===== config.mk =====
export PLATFORM = sky130hd
export DESIGN_NAME = mux16_rr_scheduler_flat
export DESIGN_NICKNAME = d
export VERILOG_FILES = /design/src/rtl/mux16_rr_scheduler_pkg.sv /design/src/rtl/mux16_rr_scheduler_if.sv /design/src/rtl/mux16_rr_scheduler_mux.sv /design/src/rtl/mux16_rr_scheduler.sv /design/src/flat_wrapper.sv
export SDC_FILE = /design/constraint.sdc
export NUM_CORES = 1
export LEC_CHECK = 0
export ABC_AREA = 1
export CORE_MARGIN = 5
export CORE_UTILIZATION = 35
export DETAILED_ROUTE_END_ITERATION = 10
export PLACE_DENSITY = 0.62
export SYNTH_ARGS = -nofsm -noshare
export SYNTH_HDL_FRONTEND = slang
export SYNTH_SLANG_ARGS = --single-unit
export TNS_END_PERCENT = 100

===== constraint.sdc =====
create_clock -name clk -period 9.1 [get_ports clk]
set_input_delay 1.365 -clock clk [delete_from_list [all_inputs] [get_ports clk]]
set_output_delay 1.365 -clock clk [all_outputs]
set_load 0.005 [all_outputs]

===== src/rtl/mux16_rr_scheduler_pkg.sv =====
// rtl/mux16_rr_scheduler_pkg.sv - shared constants, state encoding and round-robin pick
package mux16_rr_scheduler_pkg;

    localparam int N     = 16;
    localparam int SEL_W = 4;

    typedef enum logic [1:0] {
        ST_IDLE = 2'd0,
        ST_SEL  = 2'd1,
        ST_HOLD = 2'd2
    } state_e;

    // Rotate so the pointer sits at bit 0, take the lowest set bit, then rotate back.
    function automatic logic [SEL_W-1:0] rr_pick(input logic [N-1:0] eff,
                                                 input logic [SEL_W-1:0] ptr);
        logic [2*N-1:0] dbl;
        logic [SEL_W-1:0] off;
        logic found;
        dbl   = {eff, eff} >> ptr;
        off   = '0;
        found = 1'b0;
        for (int i = 0; i < N; i++) begin
            if (!found && dbl[i]) begin
                off   = SEL_W'(i);
                found = 1'b1;
            end
        end
        return ptr + off;
    endfunction

endpackage


===== src/rtl/mux16_rr_scheduler_if.sv =====
// rtl/mux16_rr_scheduler_if.sv - requester/consumer bundle for the round-robin mux scheduler
interface mux16_rr_scheduler_if;
    import mux16_rr_scheduler_pkg::*;

    logic [N-1:0]     req;
    logic [N-1:0]     req_mask;
    logic [N-1:0]     in;
    logic             out_ready;
    logic             out_valid;
    logic             out_data;
    logic [SEL_W-1:0] out_sel;
    logic [N-1:0]     ack;
    logic             busy;

    modport master (
        output req, req_mask, in, out_ready,
        input  out_valid, out_data, out_sel, ack, busy
    );

    modport slave (
        input  req, req_mask, in, out_ready,
        output out_valid, out_data, out_sel, ack, busy
    );

endinterface


===== src/rtl/mux16_rr_scheduler_mux.sv =====
// rtl/mux16_rr_scheduler_mux.sv - 16-to-1 single-bit data multiplexer
module Mux_16_to_1 (
    input  logic [15:0] data_i,
    input  logic [3:0]  sel_i,
    output logic        y_o
);

    assign y_o = data_i[sel_i];

endmodule


===== src/rtl/mux16_rr_scheduler.sv =====
// rtl/mux16_rr_scheduler.sv - round-robin arbiter sharing one 16:1 mux, registered bit out on valid/ready
module mux16_rr_scheduler
    import mux16_rr_scheduler_pkg::*;
(
    input  logic                 clk,
    input  logic                 rst,
    mux16_rr_scheduler_if.slave  bus
);

    state_e           state_q, state_d;
    logic [SEL_W-1:0] rr_ptr_q, rr_ptr_d;
    logic [SEL_W-1:0] out_sel_q, out_sel_d;
    logic             out_valid_q, out_valid_d;
    logic             out_data_q, out_data_d;
    logic [N-1:0]     ack_q, ack_d;
    logic [N-1:0]     eff_req;
    logic             mux_bit;

    assign eff_req = bus.req & bus.req_mask;

    Mux_16_to_1 u_mux (
        .data_i (bus.in),
        .sel_i  (out_sel_q),
        .y_o    (mux_bit)
    );

    always_comb begin
        state_d     = state_q;
        rr_ptr_d    = rr_ptr_q;
        out_sel_d   = out_sel_q;
        out_valid_d = out_valid_q;
        out_data_d  = out_data_q;
        ack_d       = '0;
        case (state_q)
            ST_IDLE: begin
                if (eff_req != '0) begin
                    out_sel_d = rr_pick(eff_req, rr_ptr_q);
                    state_d   = ST_SEL;
                end
            end
            ST_SEL: begin
                out_data_d  = mux_bit;
                out_valid_d = 1'b1;
                state_d     = ST_HOLD;
            end
            ST_HOLD: begin
                if (bus.out_ready) begin
                    ack_d[out_sel_q] = 1'b1;
                    out_valid_d      = 1'b0;
                    rr_ptr_d         = out_sel_q + SEL_W'(1);
                    state_d          = ST_IDLE;
                end
            end
            default: state_d = ST_IDLE;
        endcase
    end

    always_ff @(posedge clk or posedge rst) begin
        if (rst) begin
            state_q     <= ST_IDLE;
            rr_ptr_q    <= '0;
            out_sel_q   <= '0;
            out_valid_q <= 1'b0;
            out_data_q  <= 1'b0;
            ack_q       <= '0;
        end else begin
            state_q     <= state_d;
            rr_ptr_q    <= rr_ptr_d;
            out_sel_q   <= out_sel_d;
            out_valid_q <= out_valid_d;
            out_data_q  <= out_data_d;
            ack_q       <= ack_d;
        end
    end

    assign bus.out_valid = out_valid_q;
    assign bus.out_data  = out_data_q;
    assign bus.out_sel   = out_sel_q;
    assign bus.ack       = ack_q;
    assign bus.busy      = (state_q != ST_IDLE);

endmodule

===== src/flat_wrapper.sv =====
// flat-port wrapper written by rule: the top's interface ports become plain ports
module mux16_rr_scheduler_flat import mux16_rr_scheduler_pkg::*;
  (clk, rst, bus_req, bus_req_mask, bus_in, bus_out_ready, bus_out_valid, bus_out_data, bus_out_sel, bus_ack, bus_busy);
  mux16_rr_scheduler_if bus_i ();
  input  logic clk;
  input  logic rst;
  input wire logic [$bits(bus_i.req)-1:0] bus_req;
  input wire logic [$bits(bus_i.req_mask)-1:0] bus_req_mask;
  input wire logic [$bits(bus_i.in)-1:0] bus_in;
  input wire logic [$bits(bus_i.out_ready)-1:0] bus_out_ready;
  output wire logic [$bits(bus_i.out_valid)-1:0] bus_out_valid;
  output wire logic [$bits(bus_i.out_data)-1:0] bus_out_data;
  output wire logic [$bits(bus_i.out_sel)-1:0] bus_out_sel;
  output wire logic [$bits(bus_i.ack)-1:0] bus_ack;
  output wire logic [$bits(bus_i.busy)-1:0] bus_busy;
  assign bus_i.req = bus_req;
  assign bus_i.req_mask = bus_req_mask;
  assign bus_i.in = bus_in;
  assign bus_i.out_ready = bus_out_ready;
  assign bus_out_valid = bus_i.out_valid;
  assign bus_out_data = bus_i.out_data;
  assign bus_out_sel = bus_i.out_sel;
  assign bus_ack = bus_i.ack;
  assign bus_busy = bus_i.busy;
  mux16_rr_scheduler u_core (.clk(clk), .rst(rst), .bus(bus_i));
endmodule

# == Yosys cells after proc, flatten, opt, wreduce, memory -nomap -nowiden ==
# Cells that the tools add are included.
# word_totals
reg_bits,28
latchBits,0
ramBits,0
rom_bits,0
output_inout_bits,23
elab_cells,128
memories,0
# classes
addsub,2
multipliers,0
div,0
n_lt_le_gt_ge,2
n_eq_ne,4
n_shift,1
mux,73
bitwise_logic,1
reduce_logical,39
# ops
op,count
2-to-1 mux 1 bit,49
2-to-1 mux 4 bit,10
2-to-1 mux 16 bit,2
>> shifter 32 x 4 -> 16 bit,1
bitwise AND 16 bit,1
logical AND 1 bit,16
nonzero test 16 bit,1
logical NOT 1 bit,15
2-to-1 mux 3 bit,4
2-to-1 mux 2 bit,4
AND reduction 2 bit,4
case mux 2 bit (3 select lines),1
"less-than comparator 4 x 5 -> 1 bit, second input constant",1
"adder 4 x 1 -> 4 bit, second input constant",1
adder 4 bit,1
binary-select mux 1 bit (select 4 bit),1
demux 1 bit (select 4 bit),1
">= comparator 4 x 1 -> 1 bit, second input constant",1
nonzero test 2 bit,2
"== test 2 x 1 -> 1 bit, second input constant",1
"== test 2 bit, second input constant",1
logical NOT 2 bit,1
"!= test 2 x 1 -> 1 bit, second input constant",1
"!= test 2 bit, second input constant",1
case mux 1 bit (2 select lines),1

# == Logic depth before layout (Yosys ltp) ==
# logic_depth
ltp_word,81
depth_mapped,25
mapped_depth_nobuf,24

# == Modules after synthesis ==
# Synthesis repeated with hierarchy kept, for this count alone.
# hier_totals
hier_cells,374
hier_area_um2,2727.6
# by_module_without_submodules
mod,n_inst,cells_each,area_per_inst_um2,seq_area_each_um2
mux16_rr_scheduler,1,324,2497.4,700.7
Mux_16_to_1,1,50,230.2,0.0

# == Worst setup path before layout ==
# Ideal clock, no wire load.
# synth_path
path_type,input-to-reg
from,input port bus_req_mask[13]
to,"register u_core.out_sel_q[2], in the netlist u_core.bus.out_sel[2]"
setup_time_ns,0.083
arrival_ns,3.595
path_slack_ns,5.423
stages,18
path_buffers,0
path_cell_list,nand3_1 nand3_1 and2_1 nand2_1 and2_1 nand2_1 nand2_1 nand4_4 nor2_4 nand4_4 nor4_2 nand3_1 nand3_1 ha_1 inv_1 fa_1 xor2_1 o21ai_0
# synth_between
elab_chain_len,81
# synth_rtl
item,line_no,text
"start, declared",flat_wrapper.sv:8,input wire logic [$bits(bus_i.req_mask)-1:0] bus_req_mask;
bitwise AND 16 bit (*),mux16_rr_scheduler.sv:19,assign eff_req = bus.req & bus.req_mask;
>> shifter 32 x 4 -> 16 bit,mux16_rr_scheduler_pkg.sv:19,"dbl = {eff, eff} >> ptr;"
2-to-1 mux 1 bit,mux16_rr_scheduler_pkg.sv:23,if (!found && dbl[i]) begin
2-to-1 mux 1 bit,mux16_rr_scheduler.sv:36,if (eff_req != '0) begin
2-to-1 mux 1 bit,mux16_rr_scheduler.sv:34,case (state_q)
logical NOT 1 bit,mux16_rr_scheduler_pkg.sv:23,
logical AND 1 bit,mux16_rr_scheduler_pkg.sv:23,
2-to-1 mux 1 bit,mux16_rr_scheduler_pkg.sv:23,
[65 not listed],n/a,
2-to-1 mux 1 bit,mux16_rr_scheduler.sv:36,
2-to-1 mux 1 bit,mux16_rr_scheduler.sv:34,
logical NOT 1 bit,mux16_rr_scheduler_pkg.sv:23,
logical AND 1 bit,mux16_rr_scheduler_pkg.sv:23,
2-to-1 mux 4 bit,mux16_rr_scheduler_pkg.sv:23,
2-to-1 mux 4 bit,mux16_rr_scheduler.sv:36,
2-to-1 mux 4 bit,mux16_rr_scheduler.sv:34,
adder 4 bit,mux16_rr_scheduler_pkg.sv:28,return ptr + off;
"end signal, assigned",mux16_rr_scheduler.sv:69,out_sel_q <= out_sel_d;
"end, declared",mux16_rr_scheduler.sv:12,"logic [SEL_W-1:0] out_sel_q, out_sel_d;"
# Mark *: on every way between the ends. The rest lies on a longest branch, timed or not. The select of a mux whose other input is x is not followed.
# A chain may end at the register's enable or synchronous reset.

# == Final worst setup path ==
# Ends and elaborated chain as after synthesis.

==> impl_metrics.tcl <==
set metrics [dict create \
    holdBufCountCts 0 \
    irDropWorstVdd_uv 154 \
    synth.avg_cell_area_um2 7.32 \
    critPathArrivalTime_ps 4540 \
    fmax_ghz 0.230 \
    rows 31 \
    routed-via-count 2772 \
    setup_violations 0 \
    crit_type "primary input to flip-flop" \
    synthCells 365 \
    synth_area_mm2 0.00267 \
    synth_edf_count 0 \
    grt_usage_pct 15.9 \
    setup_ws_ps 4760 \
    grt_pass1_vias 2778 \
    end_kind "flip-flop" \
    start_util_pct 36.4 \
    cts_buffers 3 \
    drive_gt1_share_pct 9.84 \
    pwr_density_cell_mw_per_mm2 299 \
    layout_common_cells "nand3_1, clkdlybuf4s50_1, nand2_1" \
    fin_skew_ps 1.67 \
    wl_mm 7.47 \
    tightest_slew_ps 1030 \
    rsz0062_at_grt "false" \
    ys_seq_area_share_pct 26.2 \
    hold_viol 0 \
    antenna_found_initial 0 \
    pre_cts_slack_ps 4480 \
    routedWlPerCell_um 14.2 \
    ant_nets 0 \
    via_per_inst 5.27 \
    clk_latency_ps 280 \
    post_cts_resized 0 \
    post_cts_buffers 0 \
    run_status "finished clean" \
    leakage_nw 1.53 \
    htree_levels 1 \
    initialDrtViolationCount 204 \
    clkTransAtPathRegs_ps 90 \
    core_region_area_mm2 0.00733 \
    ioPinCount 74 \
    grt_pass1_wl_mm 12.9 \
    max_stage_delay_ps 470 \
    place.gp.congestion 0.937 \
    clock-sinks 28 \
    synth.distinct_cells 41 \
    grt_remaining_overflow 0 \
    yosys_warnings 0 \
    cp_slowest_cell "clkdlybuf4s50_1" \
    grt_max_degree 29 \
    ys.flop_type "dfrtp_1" \
    cts-root-buf "clkbuf_8" \
    fin_nets 487 \
    die_w_um 97.3 \
    maxCapViolCount 0 \
    firstDrtPassIters 5 \
    final_common_cell "nand3_1" \
    relSlewSlack_pct 31.2 \
    areaGrowthSynthToFinish_pct 30.6 \
    hpwl_mm 6.06 \
    min_period_ps 4340 \
    period_share_pct 47.7 \
    hold_path_class "flip-flop to flip-flop" \
    crit_path_frequent_cell "nand3_1" \
    cts_tree "done" \
    cts_buffer_depth 2 \
    antennaDiodeCount 0 \
    path_max_fanout 3 \
    die-area_mm2 0.00948 \
    path_cells "clkdlybuf4s50_1 > nand3_1 > nand3_1 > and2_1 > nand2_1 > and2_1 > nand2_1 > nand2_1 > nand4_4 > nor2_4 > nand4_4 > nor4_2 > nand3_1 > nand3_1 > ha_1 > inv_1 > fa_1 > xor2_1 > o21ai_0" \
    portBuffers 73 \
    fillCellCount 722 \
    finalMaxSlewViolations 0 \
    ys_ff_latch 28 \
    final.setup.tns_ps 0 \
    drc 0 \
    worstPathRequired_ps 9300 \
    crit_path_start_kind "primary input" \
    synth_fp_nets 424 \
    die_h_um 97.3 \
    async_flop_share_pct 100 \
]
## cell usage after synthesis, types with 2 or more instances
master    number  share of area (%)
clkinv_1       2               0.28
nor2_4         2               0.84
nand3_2       14                5.2
o21a_1         5                1.4
and2_1         2               0.47
nand3_1       92                 17
clkbuf_1       6               0.84
buf_2          2               0.37
a22o_1         2               0.66
nand3_4        9                5.9
nand4_1        2               0.47
nand2_2        4               0.94
buf_6          3                1.3
dfrtp_1       28                 26
o41ai_1        2               0.66
a31oi_1        3               0.70
nor2_1        36                5.1
a21oi_1        4               0.75
inv_1         27                3.8
o22ai_1        4               0.94
a221oi_1       3               0.98
nand2_1       64                9.0
buf_4          3               0.84
ha_1           7                3.3
nand4_4        2                1.6
a41oi_1        2               0.66
xor2_1         3               0.98
o21ai_0       19                3.6
## through the flow
stage	utilization (%)	instance area [um2]	std cells	power [mW]	hold slack (ps)
final	47.6	3490	526	1.04	487
after global routing	47.6	3490	526	1.16	552
after CTS	47.6	3490	526	1.05	494
after detailed placement	46.6	3420	522	0.942	475
after global placement	46.6	3420	522	0.936	468
after floorplan	-	2670	365	0.774	465
## critical path, delay by kind of cell
| kind | cells | cell delay, ps |
|---|---|---|
| buffers and inverters | 2 | 530 |
| AOI/OAI and AO/OA | 1 | 150 |
| and+or+nand+nor | 13 | 1750 |
| adders and majority gates | 2 | 560 |
| xor gates and xnor gates | 1 | 150 |
## power breakdown
part           internal, mW  leakage, nW  total [mW]  switching [mW]
Combinational         0.268         1.12       0.718           0.449
Sequential            0.151        0.371       0.226          0.0752
Clock                0.0589       0.0357      0.0982          0.0393
## cell families (layout without fill, tap and decap cells)
kind of cell	after synthesis	count (layout)	share of synthesized area, %
adders and majority gates	8	8	4.03
and+or+nand+nor	231	231	48.1
DFF	28	28	26.2
xor gates and xnor gates	4	4	1.31
AOI/OAI and AO/OA	48	48	11.6
buffers and inverters	46	108	8.72
## per-layer routing
layer / global-route usage [%] / vias up / wire length [um]
met3: 2.73 / 19 / 396
met5: 0 / - / 0
met1: 20.0 / 1279 / 3240
met4: 5.75 / 0 / 196
li1: - / 1388 / -
met2: 27.4 / 86 / 3630
## flip-flops by register name, summed over array words and instances (netlist names)
| name | cells |
|---|---|
| u_core.bus.ack | 16 |
| u_core.bus.out_sel | 4 |
| u_core.rr_ptr_q | 4 |
| u_core.state_q | 2 |
| u_core.bus.out_data | 1 |
| u_core.bus.out_valid | 1 |
## path summary, 6_finish.rpt
path	startpoint	to	slack (ps)	depth (start not counted)
hold / removal	u_core.bus.out_valid	u_core.bus.out_valid	490	2
setup / recovery	bus_req_mask[13]	u_core.bus.out_sel[2]	4760	19
min in group asynchronous	rst	u_core.bus.ack[15]	1630	2
hold reg to reg	u_core.bus.out_valid	u_core.bus.out_valid	490	2
setup reg to reg	u_core.rr_ptr_q[0]	u_core.bus.out_sel[2]	5290	19
max in group asynchronous	rst	u_core.bus.out_valid	6850	2
## area by class of cell
type | instances | area [um2] | share of cell area (%)
Tap cell | 99 | 124 | 3.55
Clock buffer | 3 | 41.3 | 1.18
Timing Repair Buffer | 73 | 731 | 21.0
Clock inverter | 1 | 30.0 | 0.861
Sequential cell | 28 | 701 | 20.1
Multi-Input combinational cell | 291 | 1740 | 49.8
Inverter | 31 | 124 | 3.55
(Power assumes the default switching activity.)
